--- src/rtl/inst_fetch_queue_pkg.sv ---
// Shared defaults for the instruction-fetch front end: bus widths, reset PC
// and sequential PC step.
package inst_fetch_queue_pkg;

  localparam int ADDR_LEN = 64;
  localparam int INST_LEN = 32;
  localparam int PC_STEP_DEFAULT = 4;
  localparam logic [ADDR_LEN-1:0] RESET_PC_DEFAULT = '0;

  // Pointer width for a wrapping ring of 'depth' entries (one extra lap bit).
  function automatic int ptr_w(input int depth);
    return $clog2(depth) + 1;
  endfunction

endpackage

--- src/rtl/fetch_slot_queue.sv ---
// In-order slot ring for fetches: allocate on request, fill on response,
// pop on delivery, flush on redirect. Head entry is exposed combinationally.
module fetch_slot_queue
  import inst_fetch_queue_pkg::*;
#(
  parameter int ADDR_W = ADDR_LEN,
  parameter int INST_W = INST_LEN,
  parameter int DEPTH  = 4
) (
  input  logic                        clk,
  input  logic                        rst,
  input  logic                        alloc,
  input  logic [ADDR_W-1:0]           alloc_pc,
  input  logic                        fill,
  input  logic [INST_W-1:0]           fill_inst,
  input  logic                        pop,
  input  logic                        flush,
  output logic [ptr_w(DEPTH)-1:0]     occ,
  output logic [ptr_w(DEPTH)-1:0]     in_flight,
  output logic                        head_filled,
  output logic [ADDR_W-1:0]           head_pc,
  output logic [INST_W-1:0]           head_inst
);

  localparam int IW = $clog2(DEPTH);

  logic [IW:0]        alloc_ptr, fill_ptr, read_ptr;
  logic [ADDR_W-1:0]  pc_q   [DEPTH];
  logic [INST_W-1:0]  inst_q [DEPTH];
  logic [DEPTH-1:0]   filled;

  // NOTE: the slot payload is reset too, because the head pc/inst drive the
  // outputs directly and must read as zero while reset is held.
  always_ff @(posedge clk or negedge rst) begin
    if (!rst) begin
      alloc_ptr <= '0;
      fill_ptr  <= '0;
      read_ptr  <= '0;
      filled    <= '0;
      for (int i = 0; i < DEPTH; i++) begin
        pc_q[i]   <= '0;
        inst_q[i] <= '0;
      end
    end else if (flush) begin
      alloc_ptr <= '0;
      fill_ptr  <= '0;
      read_ptr  <= '0;
      filled    <= '0;
    end else begin
      if (alloc) begin
        pc_q[alloc_ptr[IW-1:0]]   <= alloc_pc;
        filled[alloc_ptr[IW-1:0]] <= 1'b0;
        alloc_ptr                 <= alloc_ptr + (IW+1)'(1);
      end
      if (fill) begin
        inst_q[fill_ptr[IW-1:0]] <= fill_inst;
        filled[fill_ptr[IW-1:0]] <= 1'b1;
        fill_ptr                 <= fill_ptr + (IW+1)'(1);
      end
      if (pop) begin
        filled[read_ptr[IW-1:0]] <= 1'b0;
        read_ptr                 <= read_ptr + (IW+1)'(1);
      end
    end
  end

  assign occ         = alloc_ptr - read_ptr;
  assign in_flight   = alloc_ptr - fill_ptr;
  assign head_filled = filled[read_ptr[IW-1:0]];
  assign head_pc     = pc_q[read_ptr[IW-1:0]];
  assign head_inst   = inst_q[read_ptr[IW-1:0]];

endmodule

--- src/rtl/inst_fetch_queue.sv ---
// Decoupled fetch front end: issues in-order memory requests while credit
// remains, buffers responses, and discards stale responses after a redirect.
module inst_fetch_queue
  import inst_fetch_queue_pkg::*;
#(
  parameter int                ADDR_W   = ADDR_LEN,
  parameter int                INST_W   = INST_LEN,
  parameter int                DEPTH    = 4,
  parameter logic [ADDR_W-1:0] RESET_PC = ADDR_W'(RESET_PC_DEFAULT),
  parameter int                PC_STEP  = PC_STEP_DEFAULT
) (
  input  logic              clk,
  input  logic              rst,
  input  logic              jmp,
  input  logic [ADDR_W-1:0] jmp_pc_i,
  output logic              imem_req_valid_o,
  input  logic              imem_req_ready_i,
  output logic [ADDR_W-1:0] imem_req_addr_o,
  input  logic              imem_rsp_valid_i,
  input  logic [INST_W-1:0] imem_rsp_data_i,
  output logic              out_valid_o,
  input  logic              out_ready_i,
  output logic [ADDR_W-1:0] out_pc_o,
  output logic [INST_W-1:0] out_inst_o,
  output logic              busy_o
);

  localparam int CW = ptr_w(DEPTH);

  logic [ADDR_W-1:0] fetch_pc;
  logic [CW-1:0]     disc_cnt, occ, in_flight;
  logic [CW:0]       used;
  logic              credit, req_fire, drop, fill, out_fire, head_filled;

  // Credit covers both live slots and stale requests still owed by memory.
  assign used     = {1'b0, occ} + {1'b0, disc_cnt};
  assign credit   = used < (CW+1)'(DEPTH);

  assign imem_req_valid_o = rst & credit & ~jmp;
  assign imem_req_addr_o  = fetch_pc;
  assign req_fire         = imem_req_valid_o & imem_req_ready_i;

  assign drop     = imem_rsp_valid_i & (disc_cnt != '0);
  assign fill     = imem_rsp_valid_i & ~drop;

  assign out_valid_o = head_filled & (occ != '0);
  assign out_fire    = out_valid_o & out_ready_i;
  assign busy_o      = (disc_cnt != '0);

  fetch_slot_queue #(
    .ADDR_W (ADDR_W),
    .INST_W (INST_W),
    .DEPTH  (DEPTH)
  ) u_slots (
    .clk         (clk),
    .rst         (rst),
    .alloc       (req_fire),
    .alloc_pc    (fetch_pc),
    .fill        (fill),
    .fill_inst   (imem_rsp_data_i),
    .pop         (out_fire),
    .flush       (jmp),
    .occ         (occ),
    .in_flight   (in_flight),
    .head_filled (head_filled),
    .head_pc     (out_pc_o),
    .head_inst   (out_inst_o)
  );

  // On redirect every outstanding request becomes a discard, less the one
  // response (live or stale) that lands in this very cycle.
  always_ff @(posedge clk or negedge rst) begin
    if (!rst) begin
      fetch_pc <= RESET_PC;
      disc_cnt <= '0;
    end else if (jmp) begin
      fetch_pc <= {jmp_pc_i[ADDR_W-1:2], 2'b00};
      disc_cnt <= disc_cnt + in_flight - CW'(imem_rsp_valid_i);
    end else begin
      if (req_fire) fetch_pc <= fetch_pc + ADDR_W'(PC_STEP);
      if (drop)     disc_cnt <= disc_cnt - CW'(1);
    end
  end

endmodule

--- config.mk ---
export PLATFORM = sky130hd
export DESIGN_NAME = inst_fetch_queue
export DESIGN_NICKNAME = d
export VERILOG_FILES = /design/src/rtl/inst_fetch_queue_pkg.sv /design/src/rtl/fetch_slot_queue.sv /design/src/rtl/inst_fetch_queue.sv
export SDC_FILE = /design/constraint.sdc
export NUM_CORES = 1
export LEC_CHECK = 0
export ABC_AREA = 1
export CORE_MARGIN = 3
export CORE_UTILIZATION = 60
export CTS_CLUSTER_DIAMETER = 60
export DETAILED_ROUTE_END_ITERATION = 16
export PLACE_DENSITY = 0.91
export SLEW_MARGIN = 20
export SYNTH_ARGS = -nofsm -noshare
export SYNTH_HDL_FRONTEND = slang
export SYNTH_SLANG_ARGS = --single-unit
--- constraint.sdc ---
create_clock -name clk -period 4.72 [get_ports clk]
set_input_delay 0.944 -clock clk [delete_from_list [all_inputs] [get_ports clk]]
set_output_delay 0.944 -clock clk [all_outputs]
set_load 0.005 [all_outputs]
==> qor.yml, run 1 <==
run_status:
  status: "completed"
die:
  die_height_um: 200
  core_um2: 36900
  placement_rows: 70
  die_area_um2: 40000
  io_pins: 265
  initial_core_util_pct: 61.3
  die_w_um: 200
timing:
  fmax_mhz: 230
  slew_headroom_pct: 35.6
  drv_slew: 0
  min_period_ns: 4.34
  period_share_pct: 91.9
  rsz0062_at_grt: "no"
  final-hold-violation-count: 0
  max_slew.worst_pin.slew_ns: 0.966
  hold_slack_ns: 0.311
  fin_worst_skew_ns: 0.0262
  setup_violations: 0
  fin_tns_setup_ns: 0
power_and_ir_drop:
  vdd_drop_max_mv: 0.370
  cellLeakagePower_uw: 0.0124
  power_density_nw_per_um2: 507
cells_and_area:
  mostFrequentLayoutCells: "nand2_1, dfrtp_1, o21ai_0, nor2_1, clkdlybuf4s50_1"
  drive_gt1_share_pct: 4.67
  n_fill_cell: 2632
  fin_nets: 3107
  final_util_pct: 73.0
  final_common_cell: "nand2_1"
  antennaDiodeCount: 0
  syn_to_final_growth_pct: 19.1
global_routing:
  antenna_found_initial: 1
  grt_pass1_vias: 21100
  grt_pass1_wl_um: 114000
  grt_max_degree: 194
  grt.total_usage_pct: 35.4
  overflow: 0
synthesis:
  synth-seq-area-share_pct: 50.3
  syn_area_um2: 22600
  synthTopCellsByArea: "dfrtp_1, nand2_1, o21ai_0, nor2_1, o21a_1"
  avgSynthCellArea_um2: 7.99
  synth.top_cell.area_share_pct: 50.3
  post_synth_num_cell_types: 34
  synth-seq-cells: 454
  syn_inst: 2828
  synth_warnings: 0
  yosys.area.top_type: "dfrtp_1"
clock_tree:
  cts_made_buffers: 48
  cts.clk_slew.worst_paths_ns: 0.06
  h-tree-depth: 2
  cts_hold_buf: 0
  cts_tree: "built"
  clock_path_buffers: 3
  cts_resized: 0
  root_buffer: "clkbuf_16"
  cts_setup_buffers: 0
  clkSinkCount: 454
  insertion_delay_ns: 0.60
drt:
  dr.pass1.iters: 6
  drc: 0
  wl_per_cell_um: 20.4
  dr_total_vias: 21200
  via_per_inst: 6.01
  wirelength_um: 71900
  drt_iter0_drc: 2171
  ant_nets: 0
critical_path:
  cp_num_buf_inv: 4
  end_kind: "output port"
  cp.required_ns: 3.78
  slowest_stage: "buf_4"
  worstSetupPathType: "reg2out"
  cpLargestDelayFamily: "buffers and inverters"
  cp_data_arrival_time_ns: 3.39
  cp_common_cell: "buf_4"
  crit_chain: "buf_4 > buf_4 > o21ai_0 > o22ai_1 > nand2_1 > inv_1 > clkdlybuf4s50_1"
  cp-start-kind: "flop"
  cp_slowest_stage_delay_ns: 0.62
  critPathMaxFanout: 52
placement:
  gp_congestion: 0.968
  portBuffers: 258
  dpl.hpwl_um: 46800
flow_run:
  cap_violations: 0
worst_hold_path:
  holdCritPathClass: "in2async"
==> power breakdown <==
part	total (uW)	switching (uW)	internal [uW]
Sequential	5650	748	4900
Clock	4140	1650	2500
Combinational	3870	1930	1940
==> synthesized netlist by cell type <==
library cell	instances
o21ai_2	9
nand4_1	16
and2_4	1
nor3b_1	1
xor2_1	32
conb_1	1
clkbuf_1	83
a21oi_1	2
nor2_4	4
o21ai_0	392
buf_6	9
buf_2	59
inv_1	139
xnor2_1	4
nand2_8	1
ha_1	19
inv_2	4
nor2_8	1
nor3_1	4
o211ai_1	12
dfrtp_1	454
nand3b_1	1
nand3_1	63
o22ai_1	95
a21oi_2	1
nand2_1	857
o21a_1	147
a31oi_1	1
inv_4	1
nor2_1	329
buf_4	32
fa_1	5
nor2_2	1
o21ai_1	48
==> cells by family (layout without fill, tap and decap cells) <==
group                    count (synthesis)  count (layout)  synth area share, %
XOR/XNOR                                36              36                 1.39
flip-flops                             454             454                 50.3
other                                    1               4               0.0166
buffers and inverters                  327             515                 6.60
AND/OR/NAND/NOR                       1279            1279                 22.1
AO/OA/AOI/OAI                          707             707                 18.1
adder cells (fa/ha/maj)                 24              24                 1.49
==> registers in the layout, indices dropped and copies added (netlist names) <==
signal             count
u_slots.pc_q         248
u_slots.inst_q       128
imem_req_addr_o       62
u_slots.filled         4
disc_cnt               3
u_slots.alloc_ptr      3
u_slots.fill_ptr       3
u_slots.read_ptr       3
==> metal layers <==
metal | part of all wire (%) | vias to the layer above | global-route usage (%)
li1 | - | 9517 | -
met1 | 39 | 10200 | 47.5
met2 | 48 | 1220 | 57.8
met3 | 9.1 | 184 | 6.91
met4 | 3.8 | 2 | 13.1
met5 | 0.0097 | - | 0
==> area by class of cell <==
class / count / area (um^2) / area share, %
Clock buffer: 63 / 1370 / 5.08
Multi-Input combinational cell: 2050 / 9790 / 36.4
Inverter: 144 / 547 / 2.03
Timing Repair Buffer: 283 / 2860 / 10.6
Tap cell: 504 / 631 / 2.34
Sequential cell: 454 / 11400 / 42.2
Clock inverter: 25 / 368 / 1.37
==> worst paths after layout <==
kind                                            endpoint                        startpoint  slack (ns)  depth (start not counted)
max in group asynchronous  u_slots.pc_q[123]$_DFFE_PN0P_                               rst        2.27                          3
min                         u_slots.pc_q[69]$_DFFE_PN0P_                               rst        0.31                          1
max                                          out_valid_o   u_slots.read_ptr[1]$_DFFE_PN0P_        0.38                          7
min reg2reg                  u_slots.pc_q[8]$_DFFE_PN0P_       u_slots.pc_q[8]$_DFFE_PN0P_        0.48                          2
max reg2reg                 u_slots.pc_q[43]$_DFFE_PN0P_  u_slots.alloc_ptr[0]$_DFFE_PN0N_        0.77                         19
min in group clk             u_slots.pc_q[8]$_DFFE_PN0P_       u_slots.pc_q[8]$_DFFE_PN0P_        0.48                          2
==> through the flow <==
step	setup slack, ns	instances	power, uW	instance area [um^2]
floorplan	1.47	2831	7390	22600
global placement	0.962	3435	9240	25200
detailed placement	0.861	3435	9450	25200
CTS	0.359	3523	13600	26900
global route	0.128	3523	14300	26900
finish	0.381	3523	13700	26900
==> worst reg2reg max path, stage by stage (launching register included) <==
cell      delay, ns
dfrtp_1        0.40
inv_1          0.22
ha_1           0.20
inv_1          0.05
fa_1           0.38
xnor2_1        0.19
inv_1          0.06
nand2_1        0.08
nand2_1        0.06
ha_1           0.26
inv_1          0.06
nand2_1        0.04
nor2_1         0.09
and2_4         0.18
nand2_8        0.23
nor2_8         0.35
clkinv_2       0.34
buf_12         0.31
nand2_1        0.23
o21ai_1        0.08
Note: power is estimated with default switching activity, not from simulation.
==> run 2: changes to the inputs <==
HOLD_SLACK_MARGIN = 0.05   (was default)
==> results of run 2 <==
No change in the layout: final DEF, timing and power equal those of run 1.
